[config.mk]
export PLATFORM = sky130hd
export DESIGN_NAME = grid_scanout
export DESIGN_NICKNAME = d
export VERILOG_FILES = /design/src/rtl/grid_scanout.sv
export SDC_FILE = /design/constraint.sdc
export NUM_CORES = 1
export LEC_CHECK = 0
export ABC_AREA = 0
export CORE_ASPECT_RATIO = 1.2
export CORE_UTILIZATION = 41
export DETAILED_ROUTE_END_ITERATION = 16
export MAX_ROUTING_LAYER = met4
export SYNTH_ARGS = -nofsm -noshare
export SYNTH_HDL_FRONTEND = slang
export SYNTH_SLANG_ARGS = --single-unit
[constraint.sdc]
create_clock -name clk -period 9.29 [get_ports clk]
set_input_delay 2.3225 -clock clk [delete_from_list [all_inputs] [get_ports clk]]
set_output_delay 2.3225 -clock clk [all_outputs]
set_load 0.03 [all_outputs]
[src/rtl/grid_scanout.sv]
// grid_scanout: reader side of the life-grid cell array.
// Captures one generation snapshot of the flattened grid and streams it out
// one row per valid/ready beat, then reports the frame's population and
// whether it differs from the previous frame. Snapshots offered while a
// frame is still streaming are dropped and counted as overruns.
//
// Ports:
//   clk, _rst          clock (rising edge), async active-low reset
//   grid_flat          cell states, bit r*COLS+c = cell (r,c)
//   gen_tick           one-cycle pulse: grid_flat holds a settled generation
//   out_ready          consumer accepts the current beat
//   out_valid          row beat valid
//   out_row_idx        row index of the current beat
//   out_row_data       cells of that row, bit c = column c
//   out_last           high on the row ROWS-1 beat
//   frame_done         one-cycle pulse after the final beat is accepted
//   pop_total          live-cell count of the last completed frame
//   changed            last completed frame differs from the one before
//   gen_count          snapshots accepted since reset (wraps)
//   drop_count         dropped gen_ticks, saturating at 255
//   overrun            sticky drop flag
//   clr_overrun        clears overrun and drop_count
module grid_scanout #(
  parameter int ROWS  = 8,
  parameter int COLS  = 8,
  parameter int GEN_W = 16,
  parameter int POP_W = 7
) (
  input  logic                 clk,
  input  logic                 _rst,
  input  logic [ROWS*COLS-1:0] grid_flat,
  input  logic                 gen_tick,
  input  logic                 out_ready,
  input  logic                 clr_overrun,
  output logic                 out_valid,
  output logic [2:0]           out_row_idx,
  output logic [COLS-1:0]      out_row_data,
  output logic                 out_last,
  output logic                 frame_done,
  output logic [POP_W-1:0]     pop_total,
  output logic                 changed,
  output logic [GEN_W-1:0]     gen_count,
  output logic [7:0]           drop_count,
  output logic                 overrun
);

  typedef enum logic {IDLE, SEND} state_t;

  state_t               state, state_nxt;
  logic [ROWS*COLS-1:0] snapshot, prev_snap;
  logic [2:0]           row;
  logic [POP_W-1:0]     acc;
  logic [POP_W-1:0]     row_pop;
  logic                 hs, last_hs, accept, drop;

  function automatic logic [POP_W-1:0] popcount(input logic [COLS-1:0] v);
    logic [POP_W-1:0] n;
    n = '0;
    for (int i = 0; i < COLS; i++) n = n + POP_W'(v[i]);
    return n;
  endfunction

  assign hs      = out_valid && out_ready;
  assign last_hs = hs && out_last;
  // A tick is taken when idle, or on the very edge the current frame ends,
  // so back-to-back frames stream with no idle gap.
  assign accept  = gen_tick && ((state == IDLE) || last_hs);
  assign drop    = gen_tick && !accept;
  assign row_pop = popcount(out_row_data);

  // State register
  always_ff @(posedge clk or negedge _rst) begin
    if (!_rst) state <= IDLE;
    else       state <= state_nxt;
  end

  // Next-state logic
  always_comb begin
    state_nxt = state;
    case (state)
      IDLE: if (gen_tick) state_nxt = SEND;
      SEND: if (last_hs)  state_nxt = gen_tick ? SEND : IDLE;
      default:            state_nxt = IDLE;
    endcase
  end

  // Beat outputs, all derived from registered state
  always_comb begin
    out_valid    = 1'b0;
    out_row_idx  = '0;
    out_row_data = '0;
    out_last     = 1'b0;
    if (state == SEND) begin
      out_valid    = 1'b1;
      out_row_idx  = row;
      out_row_data = snapshot[row*COLS +: COLS];
      out_last     = (row == 3'(ROWS-1));
    end
  end

  // Snapshot capture and row walk
  always_ff @(posedge clk or negedge _rst) begin
    if (!_rst) begin
      snapshot  <= '0;
      prev_snap <= '0;
      row       <= '0;
      acc       <= '0;
      gen_count <= '0;
    end else if (accept) begin
      snapshot  <= grid_flat;
      prev_snap <= snapshot;
      row       <= '0;
      acc       <= '0;
      gen_count <= gen_count + 1'b1;
    end else if (hs) begin
      acc <= acc + row_pop;
      if (!out_last) row <= row + 1'b1;
    end
  end

  // Per-frame results; these use the finishing frame's snapshot even when a
  // new one loads on the same edge.
  always_ff @(posedge clk or negedge _rst) begin
    if (!_rst) begin
      frame_done <= 1'b0;
      pop_total  <= '0;
      changed    <= 1'b0;
    end else begin
      frame_done <= last_hs;
      if (last_hs) begin
        pop_total <= acc + row_pop;
        changed   <= (snapshot != prev_snap);
      end
    end
  end

  // Overrun tracking; a drop in the same cycle as a clear wins.
  always_ff @(posedge clk or negedge _rst) begin
    if (!_rst) begin
      drop_count <= '0;
      overrun    <= 1'b0;
    end else if (drop) begin
      overrun <= 1'b1;
      if (clr_overrun)              drop_count <= 8'd1;
      else if (drop_count != 8'hFF) drop_count <= drop_count + 1'b1;
    end else if (clr_overrun) begin
      drop_count <= '0;
      overrun    <= 1'b0;
    end
  end

endmodule

==> run metrics, run 1 <==
status=finished, final reports clean; GP Congestion=0.880; total congestion overflow=0; clock root buffer=clkbuf_16; VDD IR max=0.254 mV; post-route ant nets=0; R2R Setup Slk=4120 ps; Final min period=~5400 ps; die height=between 150 and 200 um; PortBufs=approximately 120; Post-Synthesis Cells=906; Seq/Total Area, Yosys=0.522; Max Freq=around 180 MHz; Crit. path cell count=4; Initial Util=0.421; Netlist cell types=between 40 and 50; Total GRT Usage=0.213; CTS buffer count=17; # Max-Cap Violations=0; largest area contributor in the netlist=dfrtp_1; cells along the critical path=mux4_2 -> nand2_1 -> a21boi_0 -> clkdlybuf4s50_1; Pwr Density=about 370 nW/um2; Fin Hold WS=roughly 460 ps; later-pin clock latency in the skew report=approximately 440 ps; synthesized area=approximately 8300 um2; DP Wirelength=~14 mm; #FFs+latches synth=173; largest net degree at the start of global routing=just over 100; ant diodes=0; layout cells sized above 1=0.0581; layout overhead on the synthesized area=23.0%; initial antenna violation count=0; worst setup path endpoint=out_row_data[7]; Layout Nets=approximately 1100; via count=a little over 6000; CP Max Fanout=20; CTS tree=yes; cell depth of the worst flop-to-flop path=16; First DRT Iteration DRCs=slightly below 500; first-pass GRT wire length=roughly 33 mm; die width=132 um; Leak=around 5 nW; post-route cell area=10200 um2; Slowest cell on crit path=dfrtp_1; Placed Cells=1244; WL final=20.3 mm; Final Cycle Share=0.582; H-tree depth=4; # DRC=0; reg-to-reg startpoint=row[0]; postcts setup bufs=0; RR Endpoint=pop_total[6]; clock slew seen by the registers of the worst setup and hold paths=approximately 70 ps; Final setup violation count=0; row count=56; family with the most delay on the worst path=flip-flops; Avg WL per Cell=between 15 and 20 um; slowest stage delay, CP=1040 ps; Vias/cell=4.88; top cell type's share of synthesized area=0.522; 1st-pass router iterations=4; Synth area leaders=dfrtp_1 (52%), nand2_1 (20%), xor2_1 (4.9%); core area=around 20000 um2; CP Class=reg2out; Syn Area/Cell=9.15 um2; clock skew=about 18 ps; Slew Viols, Final=0; Critical Path Start=row[0]; dpl cell area=just under 10000 um2; Worst Tran Pin Value=between 1000 and 1500 ps; critical path arrival=3080 ps; post-synthesis net count=between 900 and 1000; startpoint types=flip-flop; vias in the first global route=between 6000 and 7000; Hold Path Class=reg2reg; Post-CTS Resized=0; Syn. warnings=0; Fill cells=1841; final cell count without fillers=about 1300; Top-Level Pins=between 100 and 150; Worst setup EP type=primary output; RSZ-0062 raised after global routing=no; die area=around 21000 um2; CP Buf/Inv Count=1; CTS max path bufs=2; Hold Buf Count CTS=0; TritonCTS Sinks=around 170; CP Data Required Time=6970 ps; Power Total=~3.8 mW; TNS Setup=0 ps; worst relative slew slack=0.293; Final Hold Fails=0
## per-stage QoR
stage | util | setup WS (ps)
CTS | 0.518 | 3770
global placement | 0.489 | 4250
global route | 0.518 | 3560
detailed placement | 0.489 | 4100
finish | 0.518 | 3880
floorplan | - | 4790
## routing by layer
| metal | part of all wire | vias to the layer above | GRT usage |
|---|---|---|---|
| li1 | - | 3075 | - |
| met1 | 0.45 | 2977 | 0.274 |
| met2 | 0.47 | 148 | 0.330 |
| met3 | 0.054 | 29 | 0.0474 |
| met4 | 0.023 | 0 | 0.0786 |
| met5 | 0 | - | - |
## cells in the final DEF (no fill, tap or decap), drive strengths merged, types with 7 or more instances in the layout
cell / n
nand2: 439
nor2: 14
inv: 27
nand4: 14
xnor2: 43
and2: 7
nand3: 12
xor2: 46
mux4: 16
nor3: 7
dfrtp: 173
clkdlybuf4s50: 114
ha: 10
o21ai: 10
clkbuf: 17
nor4: 11
## layout make-up
type | count | area [um2] | area share
well taps | 261 | 327 | 0.0320
clock inverters | 15 | 151 | 0.0148
inverters | 20 | 75.1 | 0.00736
repair buffers | 118 | 1170 | 0.115
flip-flops and latches | 173 | 4330 | 0.424
multi-input cells | 672 | 3720 | 0.365
clock buffers | 17 | 425 | 0.0417
## cells in the mapped netlist
| library cell | n |
|---|---|
| a31oi_1 | 2 |
| nor3_2 | 1 |
| dfrtp_1 | 173 |
| o211ai_1 | 2 |
| a21oi_1 | 4 |
| clkinv_1 | 1 |
| nand2_1 | 439 |
| or2_2 | 1 |
| ha_1 | 10 |
| xor2_1 | 46 |
| nor3_1 | 6 |
| or2_4 | 1 |
| nor4bb_1 | 1 |
| inv_1 | 19 |
| o31ai_1 | 3 |
| buf_2 | 9 |
| buf_6 | 1 |
| a21o_1 | 1 |
| a21bo_2 | 1 |
| nor2_1 | 14 |
| clkbuf_1 | 16 |
| o21bai_1 | 2 |
| mux2_2 | 1 |
| nand3_1 | 12 |
| buf_1 | 13 |
| o21ai_0 | 10 |
| fa_1 | 5 |
| buf_4 | 2 |
| and2_1 | 7 |
| nand4_1 | 14 |
| mux4_2 | 16 |
| nand2b_1 | 1 |
| a22o_1 | 5 |
| a211oi_1 | 1 |
| a21boi_0 | 5 |
| nor4_1 | 11 |
| xnor2_1 | 43 |
| and4_1 | 1 |
| a211o_1 | 2 |
| and3_1 | 2 |
| mux2i_1 | 1 |
| o211a_1 | 1 |
## cells by family after synthesis
kind of cell               after synthesis  share of synthesized area
DFF                                    173                      0.522
buffers and inverters                   61                     0.0308
AOI/OAI and AO/OA                       39                     0.0324
and+or+nand+nor                        511                      0.248
xor gates and xnor gates                89                     0.0940
muxes                                   18                     0.0460
adders and majority gates               15                     0.0272
## state kept, by name, indices dropped and copies added (netlist names)
signal / cells
acc: 7
changed: 1
drop_count: 8
frame_done: 1
gen_count: 16
overrun: 1
pop_total: 7
prev_snap: 64
row: 3
snapshot: 64
state: 1
## how the worst min path moves through the flow
stage | from | end | cells after the start
final | gen_count[15] | gen_count[15] | 1
after global routing | pop_total[0] | pop_total[0] | 2
after CTS | gen_count[15] | gen_count[15] | 1
after detailed placement | gen_count[15] | gen_count[15] | 1
after global placement | gen_count[15] | gen_count[15] | 1
after floorplan | acc[0] | acc[0] | 2
## power by group
| part | total (mW) | internal [mW] | switching, mW |
|---|---|---|---|
| Sequential | 1.46 | 1.05 | 0.408 |
| Combinational | 1.61 | 0.769 | 0.844 |
| Clock | 0.703 | 0.378 | 0.325 |
| Total | 3.78 | 2.20 | 1.58 |
Note: power is estimated with default switching activity, not from simulation.
==> run 2: changes to the inputs <==
PLACE_DENSITY = 0.65   (was default)
clock period = 4.8 ns   (was 9.29 ns; I/O delays follow)
==> run 2 against run 1 <==
First-iteration DRC count down 11%. Register-to-register slack worse by 3900 ps. Largest power group unchanged. Die area is the same. Via count grew 1.4%. Worst setup slack lost 3600 ps. Highest routed layer unchanged. Sequential power is 82% higher.
==> run metrics, run 2 (synthesis results as in run 1) <==
Final Cycle Share=0.948; Final Hold Fails=0 (unchanged); die width=132 um (unchanged); dpl cell area=9760 um2 (was 9620 um2); WL final=20.2 mm (was 20.3 mm); Worst setup EP type=flip-flop (was primary output); Layout Nets=1098 (was 1086); top flop regs=prev_snap (64), snapshot (64), gen_count (16) (unchanged); ant diodes=0 (unchanged); postcts setup bufs=0 (unchanged); TritonCTS Sinks=173 (unchanged); CTS max path bufs=2 (unchanged); Max Freq=between 200 and 250 MHz; CTS buffer count=17 (unchanged); post-route ant nets=0 (unchanged); TNS Setup=0 ps (unchanged); DP Wirelength=14.6 mm (was 14.4 mm); CP Data Required Time=5110 ps (was 6970 ps); Top-Level Pins=116 (unchanged); RSZ-0062 raised after global routing=no (unchanged); startpoint types=flip-flop (unchanged); Reg power frac=0.356 (was 0.386); VDD IR max=0.551 mV (was 0.254 mV); Vias/cell=4.90 (was 4.88); PortBufs=115 (unchanged); Final min period=between 4000 and 5000 ps; final worst setup slack=248 ps (was 3880 ps); Final setup violation count=0 (unchanged); clock skew=10.2 ps (was 17.9 ps); Fin Hold WS=464 ps (about the same); CP Class=reg2reg (was reg2out); Power Total=7.48 mW (was 3.78 mW); clock power share=0.189 (was 0.186); most frequent cells in the layout=nand2_1 (438), dfrtp_1 (173), clkdlybuf4s50_1 (114) (unchanged); clock root buffer=clkbuf_16 (unchanged); Leak=5.12 nW (was 5.02 nW); Fill cells=1771 (was 1841); Worst Tran Pin Value=826 ps (was 1060 ps); H-tree depth=4 (unchanged); clock slew seen by the registers of the worst setup and hold paths=70 ps (about the same); 1st-pass router iterations=5 (was 4); Reg area=4330 um2 (unchanged); footprint of the multi-input gates=3720 um2 (unchanged); die area=20800 um2 (unchanged); metal2 WL=9.68 mm (was 9.63 mm); layout cells sized above 1=0.0691 (was 0.0581); Pwr Density=722 nW/um2 (was 370 nW/um2); M1 WL=9.44 mm (was 9.11 mm); Total GRT Usage=0.213 (about the same); commonest non-fill, non-tap cell in the layout=nand2_1 (unchanged); Place WS=211 ps (was 4100 ps); First DRT Iteration DRCs=435 (was 491); CP Max Fanout=12 (was 20); vias in the first global route=6071 (was 6006); status=finished, final reports clean (unchanged); core area=19700 um2 (unchanged); P_int=4.38 mW (was 2.20 mW); # Max-Cap Violations=0 (unchanged); worst relative slew slack=0.434 (was 0.293); Avg WL per Cell=15.7 um (was 15.9 um); Hold Path Class=reg2reg (unchanged); Gate power share=0.456 (was 0.427); P_sw=3.10 mW (was 1.58 mW); later-pin clock latency in the skew report=430 ps (was 440 ps); post-route cell area=10400 um2 (was 10200 um2); first-pass GRT wire length=32.9 mm (was 32.8 mm); Slew Viols, Final=0 (unchanged); via count=6315 (was 6229); switch share=0.414 (was 0.418); largest net degree at the start of global routing=92 (was 101); # DRC=0 (unchanged); total congestion overflow=0 (unchanged); CTS tree=yes (unchanged); layout overhead on the synthesized area=25.0% (was 23.0%); DR top layer=met4 (unchanged); row count=56 (unchanged); die height=158 um (unchanged); GP Congestion=0.854 (was 0.880); Initial Util=0.421 (unchanged); critical path arrival=4860 ps (was 3080 ps); initial antenna violation count=0 (unchanged); met3 WL post-DR=746 um (was 1.09 mm)
==> run 2: path summary, 6_finish.rpt <==
path	start	endpoint	slack (ps)	depth (start not counted)
min in group asynchronous	_rst	snapshot[60]	840	1
hold / removal	gen_count[15]	gen_count[15]	460	1
hold reg to reg	gen_count[15]	gen_count[15]	460	1
setup / recovery	row[0]	pop_total[6]	250	17
max in group asynchronous	_rst	snapshot[59]	3110	2
setup reg to reg	row[0]	pop_total[6]	250	17
==> run 2: area by class of cell <==
class                      count  share of cell area
multi-input combinational    672               0.359
tap                          261              0.0315
clock inverter                15              0.0169
timing repair buffer         130               0.127
inverter                      20             0.00724
sequential                   173               0.418
clock buffer                  17              0.0410
==> run 2: per-stage QoR <==
| step | cells | util |
|---|---|---|
| after global placement | 1256 | 0.496 |
| after detailed placement | 1256 | 0.496 |
| after floorplan | 906 | - |
| after CTS | 1288 | 0.526 |
| final | 1288 | 0.527 |
| after global routing | 1288 | 0.527 |
==> run 2: power by group through the flow <==
stage	sequential, mW	clock [mW]	combinational [mW]
3_5_place_dp	2.68	0	3.40
6_report	2.66	1.41	3.41
5_1_grt	2.75	1.50	3.77
3_3_place_gp	2.66	0	3.31
4_1_cts	2.66	1.44	3.42
2_1_floorplan	2.56	0	2.32
==> run 2: routing by layer <==
layer  global-route usage  vias up
li1                     -     3102
met1                0.287     3046
met2                0.333      149
met3               0.0327       18
met4               0.0637        0
met5                    -        -
==> run 2: repair_timing <==
action                                  4_1_cts  5_1_grt
endpoints found under the setup margin        0        1
hold buffers                                  0        0
hold endpoints to repair                      0        0
gates resized for setup                       0        1
==> run 2: critical path, stage by stage, from the launching register on <==
cell and delay (ps):
dfrtp_1 400, buf_12 170, mux4_2 530, nand2_1 80
nand2_1 50, and2_1 160, inv_1 70, fa_1 430
fa_1 490, inv_1 50, fa_1 450, fa_1 410
fa_1 420, a21oi_1 160, o21bai_1 150, nand3_1 160
xor2_1 150, o21ai_0 80
==> run 3: changes to the inputs <==
PLACE_DENSITY = default   (was 0.65)
TNS_END_PERCENT = 50   (was default)
clock period = 5.1 ns   (was 4.8 ns; I/O delays follow)
==> run 3 against run 2 <==
Combinational power shrank 9.1%. Sequential share of layout area grew 0.32 points. Final cell count shrank 0.54%. Largest cell class unchanged.
==> run metrics, run 3 (synthesis results as in run 1) <==
WL final=20.3 mm (was 20.2 mm); status=finished, final reports clean (unchanged); Fin Hold WS=468 ps (was 464 ps); Total GRT Usage=0.213 (about the same); commonest non-fill, non-tap cell in the layout=nand2_1 (unchanged); die height=158 um (unchanged); postcts setup bufs=0 (unchanged); Hold Buf Count CTS=0 (unchanged); largest net degree at the start of global routing=111 (was 92); initial antenna violation count=0 (unchanged); P_int=4.12 mW (was 4.38 mW); clock power share=0.190 (was 0.189); CTS max path bufs=2 (unchanged); total congestion overflow=0 (unchanged); Slew Viols, Final=0 (unchanged); Final setup violation count=0 (unchanged); post-route ant nets=0 (unchanged); hold endpoint=gen_count[15] (unchanged); # DRC=0 (unchanged); Hold Path Class=reg2reg (unchanged); switch share=0.409 (was 0.414); Reg power frac=0.365 (was 0.356); layout cells sized above 1=0.0618 (was 0.0691); Final Cycle Share=0.930 (was 0.948); Avg WL per Cell=15.9 um (was 15.7 um); Initial Util=0.421 (unchanged); CP Data Required Time=5390 ps (was 5110 ps); Top-Level Pins=116 (unchanged); cell depth of the worst flop-to-flop path=16 (was 17); startpoint types=flip-flop (unchanged); DP Wirelength=14.4 mm (was 14.6 mm); Post-CTS Resized=0 (unchanged); slowest stage delay, CP=660 ps (was 530 ps); PortBufs=115 (unchanged); CP Buf/Inv Count=2 (was 3); row count=56 (unchanged); Pwr Density=677 nW/um2 (was 722 nW/um2); GP Congestion=0.866 (was 0.854); Final min period=4740 ps (was 4550 ps); reg-to-reg startpoint=row[0] (unchanged); via count=6209 (was 6315); clock skew=8.13 ps (was 10.2 ps); Hold Startpoint=gen_count[15] (unchanged); critical path arrival=5030 ps (was 4860 ps); clock root buffer=clkbuf_16 (unchanged); first-pass GRT wire length=33.0 mm (was 32.9 mm); Worst setup EP type=flip-flop (unchanged); later-pin clock latency in the skew report=430 ps (about the same); die area=20800 um2 (unchanged); VDD IR max=0.561 mV (was 0.551 mV); CP Max Fanout=9 (was 12); Critical Path Start=row[0] (unchanged); Layout Nets=1092 (was 1098); P_sw=2.85 mW (was 3.10 mW); clock slew seen by the registers of the worst setup and hold paths=70 ps (about the same); cells along the critical path=buf_4 -> mux4_2 -> nand2_1 -> nand2_1 -> nand2_1 -> fa_1 -> fa_1 -> inv_1 -> fa_1 -> fa_1 -> fa_1 -> a21oi_1 -> o21bai_1 -> nand3_1 -> xor2_1 -> o21ai_0 (was buf_12 -> mux4_2 -> nand2_1 -> nand2_1 -> and2_1 -> inv_1 -> fa_1 -> fa_1 -> inv_1 -> fa_1 -> fa_1 -> fa_1 -> a21oi_1 -> o21bai_1 -> nand3_1 -> xor2_1 -> o21ai_0); worst relative slew slack=0.296 (was 0.434); Max Freq=211 MHz (was 220 MHz); RSZ-0062 raised after global routing=no (unchanged); 1st-pass router iterations=7 (was 5); most frequent cells in the layout=nand2_1 (438), dfrtp_1 (173), clkdlybuf4s50_1 (114) (unchanged); layout overhead on the synthesized area=24.1% (was 25.0%); most frequent CP cell=fa_1 (unchanged); vias in the first global route=6123 (was 6071); core area=19700 um2 (unchanged); top flop regs=prev_snap (64), snapshot (64), gen_count (16) (unchanged); R2R Setup Slk=360 ps (was 250 ps); Power Total=6.97 mW (was 7.48 mW); Fill cells=1805 (was 1771); CTS buffer count=17 (unchanged); First DRT Iteration DRCs=526 (was 435); RR Endpoint=pop_total[6] (unchanged); CTS tree=yes (unchanged); die width=132 um (unchanged); Vias/cell=4.85 (was 4.90); hold path depth=1 (unchanged); family with the most delay on the worst path=adder cells (unchanged); Final Hold Fails=0 (unchanged); CP Class=reg2reg (unchanged); ant diodes=0 (unchanged); TritonCTS Sinks=173 (unchanged); Gate power share=0.445 (was 0.456); TNS Setup=0 ps (unchanged); H-tree depth=4 (unchanged); Slowest cell on crit path=dfrtp_1 (was mux4_2); Leak=5.06 nW (was 5.12 nW); # Max-Cap Violations=0 (unchanged); Worst Tran Pin Value=1060 ps (was 826 ps)
-- run 3: cell count changes in the layout (fill, tap and decap cells not counted), sizes merged --
cell and change:
buf -6, inv -7, clkbuf +1, clkinv -2
bufinv +1, clkinvlp +6
-- run 3: final cells by class --
type	count	area (um2)	area share
Clock buffer	18	429	0.0417
Inverter	20	75.1	0.00730
Multi-Input combinational cell	672	3720	0.361
Timing Repair Buffer	124	1240	0.121
Tap cell	261	327	0.0317
Sequential cell	173	4330	0.421
Clock inverter	13	166	0.0162
-- run 3: how the worst max path moves through the flow --
stage	end	slack (ps)	depth (start not counted)
finish	pop_total[6]	360	16
global route	pop_total[6]	80	16
floorplan	pop_total[6]	600	17
CTS	pop_total[6]	300	16
detailed placement	pop_total[6]	330	16
global placement	pop_total[6]	390	16
-- run 3: per-layer routing --
layer  global-route usage  part of all wire  up-vias
met4               0.0576             0.012        0
li1                     -                 -     3092
met5                    -                 0        -
met2                0.336              0.48      122
met1                0.285              0.47     2981
met3               0.0346             0.038       14
-- run 3: worst register-to-register path: stages (launching register included) --
cell and delay, ps:
dfrtp_1 660, buf_4 240, mux4_2 500, nand2_1 90
nand2_1 50, nand2_1 110, fa_1 430, fa_1 490
inv_1 50, fa_1 450, fa_1 410, fa_1 410
a21oi_1 160, o21bai_1 170, nand3_1 170, xor2_1 140
o21ai_0 80
-- run 3: per-stage QoR --
step / cells / utilization / worst slack [ps] / cell area (um2)
finish: 1281 / 0.523 / 358 / 10300
global route: 1281 / 0.523 / 81.1 / 10300
CTS: 1281 / 0.523 / 302 / 10300
floorplan: 906 / - / 595 / 8290
global placement: 1250 / 0.492 / 386 / 9690
detailed placement: 1250 / 0.492 / 329 / 9690
-- run 3: power groups by stage --
| stage | sequential [mW] | combinational, mW | clock [mW] |
|---|---|---|---|
| 2_1_floorplan | 2.41 | 2.18 | 0 |
| 3_3_place_gp | 2.54 | 3.05 | 0 |
| 3_5_place_dp | 2.56 | 3.11 | 0 |
| 4_1_cts | 2.54 | 3.14 | 1.35 |
| 5_1_grt | 2.61 | 3.49 | 1.40 |
| 6_report | 2.54 | 3.10 | 1.32 |
